File: config.mk
export PLATFORM = sky130hd
export DESIGN_NAME = otter_pl_fetch
export DESIGN_NICKNAME = d
export VERILOG_FILES = /design/src/rtl/otter_pl_fetch.sv
export SDC_FILE = /design/constraint.sdc
export NUM_CORES = 1
export LEC_CHECK = 0
export CAP_MARGIN = 20
export CORE_AREA = 2 2 147 149
export DETAILED_ROUTE_END_ITERATION = 6
export DIE_AREA = 0 0 149 151
export PLACE_DENSITY_LB_ADDON = 0.08
export RECOVER_POWER = 100
export SYNTH_ARGS = -nofsm -noshare
export SYNTH_HDL_FRONTEND = slang
export SYNTH_SLANG_ARGS = --single-unit
File: constraint.sdc
create_clock -name CLK -period 2.33 [get_ports CLK]
set_clock_uncertainty 0.15 [all_clocks]
set_input_delay 0.5825 -clock CLK [delete_from_list [all_inputs] [get_ports CLK]]
set_output_delay 0.5825 -clock CLK [all_outputs]
set_load 0.05 [all_outputs]
File: src/rtl/otter_pl_fetch.sv
// Instruction-fetch stage of the pipelined OTTER MCU: PC, imem read handshake and IF/ID register.
// Define OTTER_FETCH_PERF_EN to add live PERF_FETCHES/PERF_FLUSHES counters (tied to 0 otherwise).
module otter_pl_fetch #(
  parameter logic [31:0] RESET_VEC = 32'h0000_0000,
  parameter logic [31:0] NOP_INSTR = 32'h0000_0013
) (
  input  logic        CLK,
  input  logic        RST_N,
  input  logic [2:0]  PC_SOURCE,
  input  logic        REDIRECT,
  input  logic [31:0] JALR_TGT,
  input  logic [31:0] BRANCH_TGT,
  input  logic [31:0] JAL_TGT,
  input  logic [31:0] MTVEC,
  input  logic [31:0] MEPC,
  input  logic        STALL,
  output logic        IMEM_REQ,
  output logic [31:0] IMEM_ADDR,
  input  logic        IMEM_RVALID,
  input  logic [31:0] IMEM_RDATA,
  output logic        IF_ID_VALID,
  output logic [31:0] IF_ID_IR,
  output logic [31:0] IF_ID_PC,
  output logic [6:0]  CU_OPCODE,
  output logic [2:0]  CU_FUNC3,
  output logic [6:0]  CU_FUNC7,
  output logic [31:0] PERF_FETCHES,
  output logic [31:0] PERF_FLUSHES
);

  typedef enum logic [1:0] {
    S_RESET,
    S_ISSUE,
    S_WAIT,
    S_BUF
  } fetch_state_t;

  fetch_state_t state_q, state_d;
  logic         kill_q, kill_d;

  logic [31:0]  pc_q;
  logic [31:0]  buf_ir_q;
  logic [31:0]  buf_pc_q;
  logic         ifid_valid_q;
  logic [31:0]  ifid_ir_q;
  logic [31:0]  ifid_pc_q;

  logic         redirect_ok;
  logic [31:0]  sel_tgt;
  logic [31:0]  redirect_tgt;

  logic         imem_req;
  logic         flush;
  logic         pc_advance;
  logic         buf_capture;
  logic         load_direct;
  logic         load_buf;

  // PC_SOURCE 0, 6 and 7 mean "keep fetching sequentially", so they never redirect.
  always_comb begin
    redirect_ok = 1'b0;
    sel_tgt     = pc_q;
    if (REDIRECT) begin
      case (PC_SOURCE)
        3'd1: begin redirect_ok = 1'b1; sel_tgt = JALR_TGT;   end
        3'd2: begin redirect_ok = 1'b1; sel_tgt = BRANCH_TGT; end
        3'd3: begin redirect_ok = 1'b1; sel_tgt = JAL_TGT;    end
        3'd4: begin redirect_ok = 1'b1; sel_tgt = MTVEC;      end
        3'd5: begin redirect_ok = 1'b1; sel_tgt = MEPC;       end
        default: ;
      endcase
    end
  end

  assign redirect_tgt = sel_tgt & 32'hFFFF_FFFC;

  always_ff @(posedge CLK or negedge RST_N) begin
    if (!RST_N) begin
      state_q <= S_RESET;
      kill_q  <= 1'b0;
    end else begin
      state_q <= state_d;
      kill_q  <= kill_d;
    end
  end

  // A redirect beats stall and any same-cycle response; if the response is still in flight
  // we must stay in S_WAIT and drop it on arrival to keep a single request outstanding.
  always_comb begin
    state_d     = state_q;
    kill_d      = kill_q;
    imem_req    = 1'b0;
    flush       = 1'b0;
    pc_advance  = 1'b0;
    buf_capture = 1'b0;
    load_direct = 1'b0;
    load_buf    = 1'b0;

    if (redirect_ok) begin
      flush = 1'b1;
      if (state_q == S_WAIT && !IMEM_RVALID) begin
        kill_d = 1'b1;
      end else begin
        kill_d  = 1'b0;
        state_d = S_ISSUE;
      end
    end else begin
      case (state_q)
        S_RESET: state_d = S_ISSUE;
        S_ISSUE: begin
          imem_req = 1'b1;
          state_d  = S_WAIT;
        end
        S_WAIT: begin
          if (IMEM_RVALID) begin
            state_d = S_ISSUE;
            if (kill_q) begin
              kill_d = 1'b0;
            end else if (STALL) begin
              buf_capture = 1'b1;
              pc_advance  = 1'b1;
              state_d     = S_BUF;
            end else begin
              load_direct = 1'b1;
              pc_advance  = 1'b1;
            end
          end
        end
        S_BUF: begin
          if (!STALL) begin
            load_buf = 1'b1;
            state_d  = S_ISSUE;
          end
        end
        default: state_d = S_RESET;
      endcase
    end
  end

  // Buffer occupancy is implied by S_BUF, so a flush empties it simply by leaving that state.
  always_ff @(posedge CLK or negedge RST_N) begin
    if (!RST_N) begin
      pc_q         <= RESET_VEC;
      buf_ir_q     <= NOP_INSTR;
      buf_pc_q     <= 32'h0;
      ifid_valid_q <= 1'b0;
      ifid_ir_q    <= NOP_INSTR;
      ifid_pc_q    <= 32'h0;
    end else begin
      if (flush) begin
        pc_q <= redirect_tgt;
      end else if (pc_advance) begin
        pc_q <= pc_q + 32'd4;
      end

      if (buf_capture) begin
        buf_ir_q <= IMEM_RDATA;
        buf_pc_q <= pc_q;
      end

      if (flush) begin
        ifid_valid_q <= 1'b0;
        ifid_ir_q    <= NOP_INSTR;
      end else if (load_direct) begin
        ifid_valid_q <= 1'b1;
        ifid_ir_q    <= IMEM_RDATA;
        ifid_pc_q    <= pc_q;
      end else if (load_buf) begin
        ifid_valid_q <= 1'b1;
        ifid_ir_q    <= buf_ir_q;
        ifid_pc_q    <= buf_pc_q;
      end
    end
  end

  assign IMEM_REQ    = imem_req;
  assign IMEM_ADDR   = pc_q;
  assign IF_ID_VALID = ifid_valid_q;
  assign IF_ID_IR    = ifid_ir_q;
  assign IF_ID_PC    = ifid_pc_q;
  assign CU_OPCODE   = ifid_ir_q[6:0];
  assign CU_FUNC3    = ifid_ir_q[14:12];
  assign CU_FUNC7    = ifid_ir_q[31:25];

`ifdef OTTER_FETCH_PERF_EN
  logic [31:0] fetch_cnt_q;
  logic [31:0] flush_cnt_q;

  always_ff @(posedge CLK or negedge RST_N) begin
    if (!RST_N) begin
      fetch_cnt_q <= 32'h0;
      flush_cnt_q <= 32'h0;
    end else begin
      if (load_direct || load_buf) begin
        fetch_cnt_q <= fetch_cnt_q + 32'd1;
      end
      if (flush) begin
        flush_cnt_q <= flush_cnt_q + 32'd1;
      end
    end
  end

  assign PERF_FETCHES = fetch_cnt_q;
  assign PERF_FLUSHES = flush_cnt_q;
`else
  assign PERF_FETCHES = 32'h0;
  assign PERF_FLUSHES = 32'h0;
`endif

endmodule
Word-level counts from Yosys, hierarchy flattened --
Cells that the tools add are included.
Word-level totals: logic and storage cells 81, output and inout port bits 179, register bits after elaboration 164, input bits 200
Operators by class: muxes and demuxes 44, equal/unequal tests 13, add/subtract/negate cells 1, reductions and logical operators 13, bitwise operators 1
Operators with widths (number):
- 32-bit 2-to-1 mux | 8
- 32-bit one-hot mux with 5 select lines | 1
- 32-bit by 3-bit adder with 32-bit output (second input constant) | 1
- 1-bit 2-to-1 mux | 28
- 2-bit 2-to-1 mux | 6
- 2-bit one-hot mux with 4 select lines | 1
- 2-bit nonzero test | 4
- 3-bit by 2-bit equality test with 1-bit output (second input constant) | 2
- 3-bit equality test (second input constant) | 2
- 3-bit != test (second input constant) | 2
- 6-bit by 1-bit != test with 1-bit output (second input constant) | 1
- 3-bit AND reduction | 2
- 5-bit OR reduction | 1
- 2-bit equality test (second input constant) | 2
- 2-bit != test (second input constant) | 2
- 2-bit AND reduction | 2
- 3-bit by 1-bit equality test with 1-bit output (second input constant) | 1
- 3-bit nonzero test | 1
- 2-bit by 1-bit equality test with 1-bit output (second input constant) | 1
- 2-bit zero test | 1
- 1-bit logical AND | 1
- 1-bit zero test | 1
- 1-bit inverter | 1

Depth between registers and ports, before layout --
word-level depth 8, mapped depth 9, gate-level depth less buffers 7

Worst setup path after synthesis --
No wires, ideal clock.
path kind input-to-output, from input port PC_SOURCE[2], to output port IMEM_REQ, arrival 1.857 ns, cell stages on the path 5, buffers on the path 2, slack -0.260 ns, data required time 1.597 ns, cell sequence buf_6 or3_1 nand3_1 buf_2 and2_1
On the way: longest elaborated chain between the ends 5, elaborated cells on any way between the ends 9
Ends and longest elaborated chain:
- start, declared | line 9 | input logic [2:0] PC_SOURCE,
- 3-bit equality test (tied with other cells) | line 64 | case (PC_SOURCE)
- 5-bit OR reduction (no source line) (*)
- 1-bit 2-to-1 mux (*) | line 64
- 1-bit 2-to-1 mux (*) | line 63 | if (REDIRECT) begin
- 1-bit 2-to-1 mux (*) | line 99 | if (redirect_ok) begin
- end, declared | line 17 | output logic IMEM_REQ,
Mark *: on every way between the ends. The rest lies on a longest branch, timed or not.

Final worst setup path --
Same ends and word-level chain as after synthesis.

==> impl_metrics.env <==
export IMPL_die_y_um=151
export IMPL_place_area_sq_um=12300
export IMPL_synth_top_area_share_pct=42.0
export IMPL_vias=7761
export IMPL_power_switching_mw=6.09
export IMPL_boundaryPins=379
export IMPL_vdd_drop_max_mv=0.456
export IMPL_avgSynthCellArea_sq_um=9.95
export IMPL_seq_area_sq_um=3960
export IMPL_initial_utilization_pct=43.5
export IMPL_drc=0
export IMPL_cts_path_max_buffers=2
export IMPL_dp_cells=1477
export IMPL_ys_seq_area_share_pct=43.7
export IMPL_outcome="completed"
export IMPL_grt_first_pass_wirelength_um=41700
export IMPL_ys_flop_type="dfrtp_1"
export IMPL_antenna_found_initial=1
export IMPL_p_int_mw=7.06
export IMPL_drv_cap=0
export IMPL_place_hpwl_um=20700
export IMPL_yosys_warnings=0
export IMPL_final_max_slew_viol_count=0
export IMPL_drt_pre_antenna_iters=5
export IMPL_dieArea_sq_um=22500
export IMPL_switching_share_pct=46.3
export IMPL_max_slew_margin_pct=23.8
export IMPL_syn_cell_area_sq_um=9060
export IMPL_worstPathMaxFanout=2
export IMPL_area_growth_syn_to_layout_pct=38.5
export IMPL_timing_fmax_mhz=440
export IMPL_die_w_um=149
export IMPL_hold_class="register to register"
export IMPL_drt_wl_total_um=27100
export IMPL_r2r_cells=6
export IMPL_worstSetupStartpointType="input port"
export IMPL_htree_levels=4
export IMPL_worstHoldPathCells=2
export IMPL_synthArstFlopShare_pct=100
export IMPL_fillCellCount=1868
export IMPL_synth_commonest_cells="dfrtp_1 (152), nor2_1 (88), buf_4 (85)"
export IMPL_total_leakage_power_nw=5.59
export IMPL_final_cells=1511
export IMPL_synth_edff_count=0
export IMPL_finalCriticalPeriod_ns=2.27
export IMPL_hold_violations=0
export IMPL_rsz0062_at_grt="no"
export IMPL_synth_most_common_cell="dfrtp_1"
export IMPL_drive_above_1_share_pct=19.2
export IMPL_vias_per_cell=5.14
export IMPL_worstPathArrival_ns=1.54
export IMPL_numCtsBuffers=17
export IMPL_synth_seq_cells=158
export IMPL_grt_max_degree=59
export IMPL_fin_nets=1426
export IMPL_p_comb_share_pct=46.6
export IMPL_core_area_sq_um=20800
export IMPL_stdcell_area_sq_um=12500
export IMPL_multiInputGateArea_sq_um=4380
export IMPL_rows=53
export IMPL_drtIter0Drc=352
export IMPL_crit_type="input port to output pin"
export IMPL_yosysUniqueCellTypes=55
export IMPL_path_clk_slew_ns=0.06
export IMPL_synth_area_leaders="dfrtp_1 (42%), mux2_2 (10%), buf_4 (7.0%)"
export IMPL_yosysTopAreaCell="dfrtp_1"
export IMPL_final_min_period_over_clock_period_pct=97.6
export IMPL_worst_hold_slack_ns=0.328
export IMPL_grt_remaining_overflow=0
export IMPL_antenna_left=0
export IMPL_grt_pass1_vias=7672
export IMPL_power_density_nw_per_um2=1050
export IMPL_p_clk_share_pct=20.9
export IMPL_cts_sinks=158
export IMPL_setup_viol=0
export IMPL_critical_path_endpoint_type="output pin"
export IMPL_power_mw=13.2
export IMPL_gp_congestion=0.871
export IMPL_worstPathRequired_ns=1.60
export IMPL_wl_per_cell_um=18.0
export IMPL_worstMarginPinSlew_ns=1.14
export IMPL_clk_latency_ns=0.43
export IMPL_cts_root_buf="clkbuf_16"
export IMPL_cts_tree="done"
export IMPL_grt_usage_pct=24.0
export IMPL_port_buffers=300
export IMPL_synth_cells=910
export IMPL_finish_utilization_pct=60.2
export IMPL_p_seq_share_pct=32.5
-- routing by layer --
layer  track usage, %  share of wire, %  vias up
li1                 -                 -     3769
met4             9.10               2.5        0
met3             4.31               5.8       42
met1             31.3                43     3672
met2             39.8                49      278
met5                0                 0        -
-- worst max-delay path: stages --
cell,delay [ns]
clkdlybuf4s15_1,0.18
or3_4,0.41
nand3_4,0.08
and2_4,0.16
buf_12,0.13
-- cells by family after synthesis --
logic type	Yosys count	share of synthesized area (%)
buf+inv	156	10.6
other cells	1	0.0414
fa+ha+maj	4	0.553
mux	110	13.3
xor+xnor	23	2.22
simple gates	234	13.4
flops	158	43.7
compound gates	224	16.1
-- state kept, by name (all words and copies together), names as in the netlist --
name / count
state_q: 2
IF_ID_IR: 32
buf_ir_q: 32
kill_q: 1
IF_ID_VALID: 1
buf_pc_q: 30
IF_ID_PC: 30
IMEM_ADDR: 30
-- worst paths after layout --
kind | startpoint | end | slack [ns]
max | PC_SOURCE[2] | IMEM_REQ | 0.06
min | buf_pc_q[10] | buf_pc_q[10] | 0.33
max reg2reg | state_q[0] | buf_pc_q[9] | 0.15
min reg2reg | buf_pc_q[10] | buf_pc_q[10] | 0.33
max in group asynchronous | RST_N | IF_ID_PC[26] | 0.26
min in group asynchronous | RST_N | IF_ID_IR[6] | 0.77
-- what timing repair did --
action,CTS,global route
setup endpoints to repair,49,9
hold endpoints to repair,28,0
gates cloned,0,0
buffers inserted,1,0
resized for setup,51,9
hold buffers,1,0
pin swaps,3,0
-- power by group through the flow --
stage          combinational [mW]  clock, mW  sequential [mW]
2_1_floorplan                2.58          0             6.30
3_3_place_gp                 6.67          0             4.31
3_5_place_dp                 6.72          0             4.36
4_1_cts                      6.52       2.81             4.30
5_1_grt                      6.52       2.91             4.41
6_report                     6.13       2.75             4.27
-- through the flow --
step / TNS [ns] / setup WS (ns)
after global placement: -46.42 / -0.411
after floorplan: 0 / 0.0182
after global routing: 0 / 0.00483
final: 0 / 0.0560
after detailed placement: -50.87 / -0.475
after CTS: 0 / 0.00298
-- cell type report --
type	instances	share of cell area [%]
antenna	1	0.0199
clock buffer	17	3.39
clock inverter	15	1.21
inverter	6	0.180
multi-input combinational	663	34.9
sequential	158	31.6
tap	275	2.74
timing repair buffer	376	26.0
-- cell usage in the layout, fill, tap and decap left out, types with 11 or more instances in the layout --
cell type,synthesis,final
and3_1,11,11
nand2_1,35,34
conb_1,1,68
clkdlybuf4s50_1,0,185
nand3_1,20,19
buf_12,0,12
clkbuf_16,0,17
xor2_1,18,18
a221oi_1,13,13
mux2i_1,26,26
clkbuf_2,0,32
dfrtp_1,152,152
mux2_2,84,84
nand3b_1,30,30
a22oi_1,43,51
buf_4,85,48
dlygate4sd2_1,0,45
a21oi_1,68,68
nor2_1,88,85
clkbuf_1,31,43
o21ai_0,47,47
o22ai_1,15,15
nand4_1,13,13
(Power assumes the default switching activity.)
